File: config.mk
export PLATFORM = sky130hd
export DESIGN_NAME = fetch_queue_flat
export DESIGN_NICKNAME = d
export VERILOG_FILES = /design/src/rtl/surov_pkg.sv /design/src/rtl/fetch_queue_if.sv /design/src/rtl/fetch_queue_sync_fifo.sv /design/src/rtl/fetch_queue.sv /design/src/flat_wrapper.sv
export SDC_FILE = /design/constraint.sdc
export NUM_CORES = 1
export LEC_CHECK = 0
export BUFFER_PORTS_ARGS = -buffer_cell sky130_fd_sc_hd__buf_2
export CORE_UTILIZATION = 55
export DETAILED_ROUTE_END_ITERATION = 10
export GPL_ROUTABILITY_DRIVEN = 0
export HOLD_SLACK_MARGIN = 0.05
export PLACE_DENSITY = 0.78
export REMOVE_ABC_BUFFERS = 1
export SYNTH_ARGS = -nofsm -noshare
export SYNTH_HDL_FRONTEND = slang
export SYNTH_HIERARCHICAL = 1
export SYNTH_SLANG_ARGS = --single-unit
File: constraint.sdc
create_clock -name clk -period 8.8 [get_ports clk]
set_clock_uncertainty 0.05 [all_clocks]
set_input_delay 1.76 -clock clk [delete_from_list [all_inputs] [get_ports clk]]
set_output_delay 1.76 -clock clk [all_outputs]
set_load 0.05 [all_outputs]
File: src/rtl/surov_pkg.sv
// rtl/surov_pkg.sv - shared fetch types, NOP constant and PC alignment helper
package surov_pkg;

    typedef logic [31:0] word_t;

    localparam word_t NOP = 32'h0000_0013;

    typedef struct packed {
        word_t instr;
        word_t pc;
    } fetch_entry_t;

    function automatic word_t align_word(input word_t addr);
        return {addr[31:2], 2'b00};
    endfunction

endpackage

File: src/rtl/fetch_queue_if.sv
// rtl/fetch_queue_if.sv - fetch stage bus: memory read port, redirect input and decode output
interface fetch_queue_if;
    import surov_pkg::*;

    logic  mem_req_valid;
    logic  mem_req_ready;
    word_t mem_req_addr;
    logic  mem_rsp_valid;
    word_t mem_rsp_data;
    logic  redirect_valid;
    word_t redirect_pc;
    logic  out_valid;
    logic  out_ready;
    word_t out_instr;
    word_t out_pc;

    modport master (
        output mem_req_valid, mem_req_addr, out_valid, out_instr, out_pc,
        input  mem_req_ready, mem_rsp_valid, mem_rsp_data, redirect_valid, redirect_pc, out_ready
    );

    modport slave (
        input  mem_req_valid, mem_req_addr, out_valid, out_instr, out_pc,
        output mem_req_ready, mem_rsp_valid, mem_rsp_data, redirect_valid, redirect_pc, out_ready
    );

endinterface

File: src/rtl/fetch_queue_sync_fifo.sv
// rtl/fetch_queue_sync_fifo.sv - register-based FIFO with flush; head is read combinationally from storage
module sync_fifo #(
    parameter int WIDTH = 32,
    parameter int DEPTH = 2
) (
    input  logic                       clk,
    input  logic                       rst,
    input  logic                       push,
    input  logic                       pop,
    input  logic                       flush,
    input  logic [WIDTH-1:0]           wdata,
    output logic [WIDTH-1:0]           rdata,
    output logic                       full,
    output logic                       empty,
    output logic [$clog2(DEPTH+1)-1:0] count
);
    localparam int AW = $clog2(DEPTH);
    localparam int CW = $clog2(DEPTH + 1);

    logic [WIDTH-1:0] mem [DEPTH];
    logic [AW-1:0]    wr_ptr;
    logic [AW-1:0]    rd_ptr;
    logic             do_push;
    logic             do_pop;

    assign full    = (count == CW'(DEPTH));
    assign empty   = (count == '0);
    assign do_push = push && !full;
    assign do_pop  = pop && !empty;
    assign rdata   = mem[rd_ptr];

    always_ff @(posedge clk or posedge rst) begin
        if (rst) begin
            wr_ptr <= '0;
            rd_ptr <= '0;
            count  <= '0;
        end else if (flush) begin
            wr_ptr <= '0;
            rd_ptr <= '0;
            count  <= '0;
        end else begin
            if (do_push) wr_ptr <= wr_ptr + 1'b1;
            if (do_pop)  rd_ptr <= rd_ptr + 1'b1;
            count <= count + CW'(do_push) - CW'(do_pop);
        end
    end

    // Storage carries no reset; validity is tracked entirely by count.
    always_ff @(posedge clk) begin
        if (do_push && !flush) mem[wr_ptr] <= wdata;
    end

    always @(posedge clk) begin
        if (!rst) begin
            assert (!(push && full));
        end
    end

endmodule

File: src/rtl/fetch_queue.sv
// rtl/fetch_queue.sv - instruction fetch: PC, credit-limited read issue, response FIFO, redirect squash
module fetch_queue
    import surov_pkg::*;
#(
    parameter int    DEPTH    = 2,
    parameter word_t RESET_PC = 32'h0000_0000
) (
    input logic           clk,
    input logic           rst,
    fetch_queue_if.master fq
);
    localparam int CW = $clog2(DEPTH + 1);

    word_t         pc;
    logic [CW-1:0] inflight;
    logic [CW-1:0] drop;
    logic [CW-1:0] entry_count;
    logic [CW-1:0] pc_count;
    logic [CW:0]   used;
    logic          entry_full;
    logic          entry_empty;
    logic          pc_full;
    logic          pc_empty;
    logic          redirect;
    logic          rsp;
    logic          issue;
    logic          accept;
    logic          rsp_keep;
    logic          out_valid;
    logic          pop;
    word_t         req_pc;
    fetch_entry_t  entry_in;
    fetch_entry_t  head;

    assign redirect  = fq.redirect_valid;
    assign rsp       = fq.mem_rsp_valid;
    // Credits cover queued entries plus live (non-squashed) reads in flight.
    assign used      = {1'b0, entry_count} + {1'b0, inflight} - {1'b0, drop};
    assign issue     = !rst && !redirect && (used < (CW+1)'(DEPTH));
    assign accept    = issue && fq.mem_req_ready;
    assign rsp_keep  = rsp && (drop == '0) && !redirect;
    assign out_valid = !entry_empty && !redirect;
    assign pop       = out_valid && fq.out_ready;

    assign entry_in.instr = fq.mem_rsp_data;
    assign entry_in.pc    = req_pc;

    assign fq.mem_req_valid = issue;
    assign fq.mem_req_addr  = pc;
    assign fq.out_valid     = out_valid;
    assign fq.out_instr     = out_valid ? head.instr : NOP;
    assign fq.out_pc        = out_valid ? head.pc : pc;

    sync_fifo #(.WIDTH($bits(fetch_entry_t)), .DEPTH(DEPTH)) entry_fifo (
        .clk   (clk),
        .rst   (rst),
        .push  (rsp_keep),
        .pop   (pop),
        .flush (redirect),
        .wdata (entry_in),
        .rdata (head),
        .full  (entry_full),
        .empty (entry_empty),
        .count (entry_count)
    );

    sync_fifo #(.WIDTH($bits(word_t)), .DEPTH(DEPTH)) pc_fifo (
        .clk   (clk),
        .rst   (rst),
        .push  (accept),
        .pop   (rsp_keep),
        .flush (redirect),
        .wdata (pc),
        .rdata (req_pc),
        .full  (pc_full),
        .empty (pc_empty),
        .count (pc_count)
    );

    // A redirect squashes every read still in flight except the one answering this cycle.
    always_ff @(posedge clk or posedge rst) begin
        if (rst) begin
            pc       <= RESET_PC;
            inflight <= '0;
            drop     <= '0;
        end else if (redirect) begin
            pc       <= align_word(fq.redirect_pc);
            inflight <= inflight - CW'(rsp);
            drop     <= inflight - CW'(rsp);
        end else begin
            if (accept) pc <= pc + 32'd4;
            inflight <= inflight + CW'(accept) - CW'(rsp);
            if (rsp && drop != '0) drop <= drop - CW'(1);
        end
    end

    always @(posedge clk) begin
        if (!rst) begin
            assert (used <= (CW+1)'(DEPTH));
            assert (!(rsp && inflight == '0));
            assert (drop <= inflight);
            assert (pc_count == inflight - drop);
            assert (!(accept && pc_full));
            assert (!(rsp_keep && pc_empty));
            assert (!(rsp_keep && entry_full));
        end
    end

endmodule

File: src/flat_wrapper.sv
// flat-port wrapper written by rule: the top's interface ports become plain ports
module fetch_queue_flat import surov_pkg::*;
#(
    parameter int    DEPTH    = 2,
    parameter word_t RESET_PC = 32'h0000_0000
)
  (clk, rst, fq_mem_req_valid, fq_mem_req_addr, fq_out_valid, fq_out_instr, fq_out_pc, fq_mem_req_ready, fq_mem_rsp_valid, fq_mem_rsp_data, fq_redirect_valid, fq_redirect_pc, fq_out_ready);
  fetch_queue_if fq_i ();
  input logic clk;
  input logic rst;
  output wire logic [$bits(fq_i.mem_req_valid)-1:0] fq_mem_req_valid;
  output wire logic [$bits(fq_i.mem_req_addr)-1:0] fq_mem_req_addr;
  output wire logic [$bits(fq_i.out_valid)-1:0] fq_out_valid;
  output wire logic [$bits(fq_i.out_instr)-1:0] fq_out_instr;
  output wire logic [$bits(fq_i.out_pc)-1:0] fq_out_pc;
  input wire logic [$bits(fq_i.mem_req_ready)-1:0] fq_mem_req_ready;
  input wire logic [$bits(fq_i.mem_rsp_valid)-1:0] fq_mem_rsp_valid;
  input wire logic [$bits(fq_i.mem_rsp_data)-1:0] fq_mem_rsp_data;
  input wire logic [$bits(fq_i.redirect_valid)-1:0] fq_redirect_valid;
  input wire logic [$bits(fq_i.redirect_pc)-1:0] fq_redirect_pc;
  input wire logic [$bits(fq_i.out_ready)-1:0] fq_out_ready;
  assign fq_mem_req_valid = fq_i.mem_req_valid;
  assign fq_mem_req_addr = fq_i.mem_req_addr;
  assign fq_out_valid = fq_i.out_valid;
  assign fq_out_instr = fq_i.out_instr;
  assign fq_out_pc = fq_i.out_pc;
  assign fq_i.mem_req_ready = fq_mem_req_ready;
  assign fq_i.mem_rsp_valid = fq_mem_rsp_valid;
  assign fq_i.mem_rsp_data = fq_mem_rsp_data;
  assign fq_i.redirect_valid = fq_redirect_valid;
  assign fq_i.redirect_pc = fq_redirect_pc;
  assign fq_i.out_ready = fq_out_ready;
  fetch_queue #(.DEPTH(DEPTH), .RESET_PC(RESET_PC)) u_core (.clk(clk), .rst(rst), .fq(fq_i));
endmodule
==> out/metrics.cfg <==
[outcome]
status = complete, no violations

[power_and_ir_drop]
cell_internal_pwr_mw = 2.103
leakagePower_nw = 4.790
clkPwrFrac = 0.334
combPwrFrac = 0.214
power_frac_seq = 0.452
power.share.switching = 0.3106
total_power_mw = 3.050
powerDensity_nw_per_um2 = 248.1
p_switching_uw = 947.5
ir_drop_v = 0.0001544

[worst_setup_path]
r2r_setup_slack_ns = 4.59
crit_path_end = fq_out_pc[31]
crit_path_max_incr_delay_ns = 0.77
crit_chain = buf_2 -> buf_4 -> nor2_4 -> buf_4 -> mux2_2 -> buf_2
worst_r2r_path_depth = 9
start_kind = input pin
worst_ep_required_time_ns = 6.99
worstSetupPathDepth = 6
regToRegStartpoint = u_core/entry_fifo/count[1]
crit_start = fq_redirect_valid
path_buf_inv = 4
critical_path_class = input pin to output port
crit_path_max_fanout = 71
cpLargestDelayFamily = buffers and inverters
worst_path_max_delay_cell = nor2_4
endpoint_kind = output port
r2r_end = u_core/pc_fifo/mem[0][19]
arrival_ns = 4.11

[sta]
setup_tns_ns = 0
drv_slew = 0
slew_headroom = 0.1681
max_freq_mhz = 169.0
rsz0062_at_grt = no
final_hold_viol_count = 0
period_share = 0.6723
finalCriticalPeriod_ns = 5.916
finalSetupViolations = 0
tightest_slew_ns = 1.243

[logic_synthesis]
synth.avg_cell_area_um2 = 15.23
synth_area_um2 = 10450
ys_warn_count = 6
syn_inst = 686

[layout]
fin_nets = 941
area_growth_pct = 17.68
multi_input_area_um2 = 3395
fill_cells = 1353
antenna_cells = 0
stdcell_count = 1111
seq_area_um2 = 6822
drive_gt1_frac = 0.4059

[placement]
port_buffers = 163
place_inst = 1067
hpwl_um = 13610

[grt]
grt_pass1_vias = 6256
grt_util_all_layers = 0.2233
grt_max_degree = 72
grt_overflow = 0
antenna_found_initial = 0
grt_pass1_wl_um = 33730

[detailed_routing]
routed_via_density = 5.657
ant_nets = 0
dr.pass1.iters = 4
num_vias = 6285
wirelength_um = 21450
drt_iter0_drc = 440
routedWlPerCell_um = 19.31
route.detailed.drc = 0

[floorplanning]
die-area_um2 = 19550
row_count = 50
die_x_um = 139.8
core-area_um2 = 18640
start_util = 0.5604
io-pin-count = 168
die_y_um = 139.8

[cts]
clock-root-buffer = clkbuf_16
clock-sinks = 234
clk_pin_slew_ns = 0.06
cts_buffers = 24
clk_latency_ns = 0.51
htree_levels = 1
post_cts_resized = 0
postCtsSetupRepairBufs = 0
clockBufferDepth = 3
cts_tree = done
ctsHoldBuffers = 0

[min_path]
hold_start = u_core/fq.mem_req_addr[30]
hp-class = flip-flop to flip-flop

[flow_run]
maxCapViolations = 0

[area by class of cell]
| class | instances | area share |
|---|---|---|
| inverters | 19 | 0.005801 |
| clock inverters | 12 | 0.01201 |
| multi-input cells | 405 | 0.2761 |
| clock buffers | 32 | 0.05373 |
| repair buffers | 175 | 0.07368 |
| flip-flops and latches | 234 | 0.5549 |
| well taps | 234 | 0.02381 |
[sequential cells by signal (all words and copies together) (netlist names)]
| name | count |
|---|---|
| u_core/inflight | 2 |
| u_core/pc_fifo/rd_ptr | 1 |
| u_core/entry_fifo/wr_ptr | 1 |
| u_core/fq.mem_req_addr | 30 |
| u_core/pc_fifo/mem | 64 |
| u_core/drop | 2 |
| u_core/entry_fifo/rd_ptr | 1 |
| u_core/pc_fifo/count | 2 |
| u_core/entry_fifo/count | 2 |
| u_core/entry_fifo/mem | 128 |
| u_core/pc_fifo/wr_ptr | 1 |
[worst min-delay path by stage]
stage | cells after the start | to
after floorplan | 1 | u_core/inflight[1]
after global placement | 0 | u_core/pc_fifo/mem[1][30]
after detailed placement | 0 | u_core/pc_fifo/mem[0][30]
after CTS | 0 | u_core/pc_fifo/mem[0][30]
after global routing | 0 | u_core/pc_fifo/mem[0][30]
final | 0 | u_core/pc_fifo/mem[0][30]
[routing by layer]
metal,global-route usage,vias up,wire (um)
met1,0.3010,3084,9259
li1,-,2908,-
met2,0.3739,260,10320
met4,0.06073,0,427
met5,0,-,0
met3,0.04026,33,1445
[through the flow]
step | utilization | worst slack, ns | cell area, um2 | hold WS (ns)
after floorplan | - | 1.285 | 10250 | 0.4643
after global placement | 0.6161 | 2.884 | 11490 | 0.4712
after detailed placement | 0.6161 | 2.862 | 11490 | 0.4788
after CTS | 0.6595 | 2.858 | 12290 | 0.4917
after global routing | 0.6595 | 2.713 | 12290 | 0.5192
final | 0.6595 | 2.884 | 12290 | 0.4852
[layout by cell type (no fill, tap or decap), drive strengths merged, types with 7 or more instances in the layout]
master and instances:
nand4 9, o21ai 32, nor3 8, o211ai 9
edfxtp 192, inv 19, a21oi 7, mux2 123
ha 10, and2 36, nor2b 11, nand2 42
dfrtp 42, buf 175, clkbuf 32, nor2 26
clkinv 8, nand3 17
[worst register-to-register path, cell delays in order, from the launching register on]
cell and delay (ns):
dfrtp_1 0.47, fa_1 0.51, inv_1 0.05, fa_1 0.54
and4bb_1 0.26, nand2_1 0.09, inv_1 0.53, nand2b_4 0.15
nor3_2 0.70, buf_4 0.48
[power groups by stage]
stage | sequential (mW) | combinational, mW | clock, mW
finish | 1.38 | 0.653 | 1.02
detailed placement | 1.40 | 0.654 | 0
global placement | 1.39 | 0.642 | 0
CTS | 1.38 | 0.656 | 1.04
floorplan | 1.46 | 0.410 | 0
global route | 1.39 | 0.698 | 1.09
Note: power is estimated with default switching activity, not from simulation.
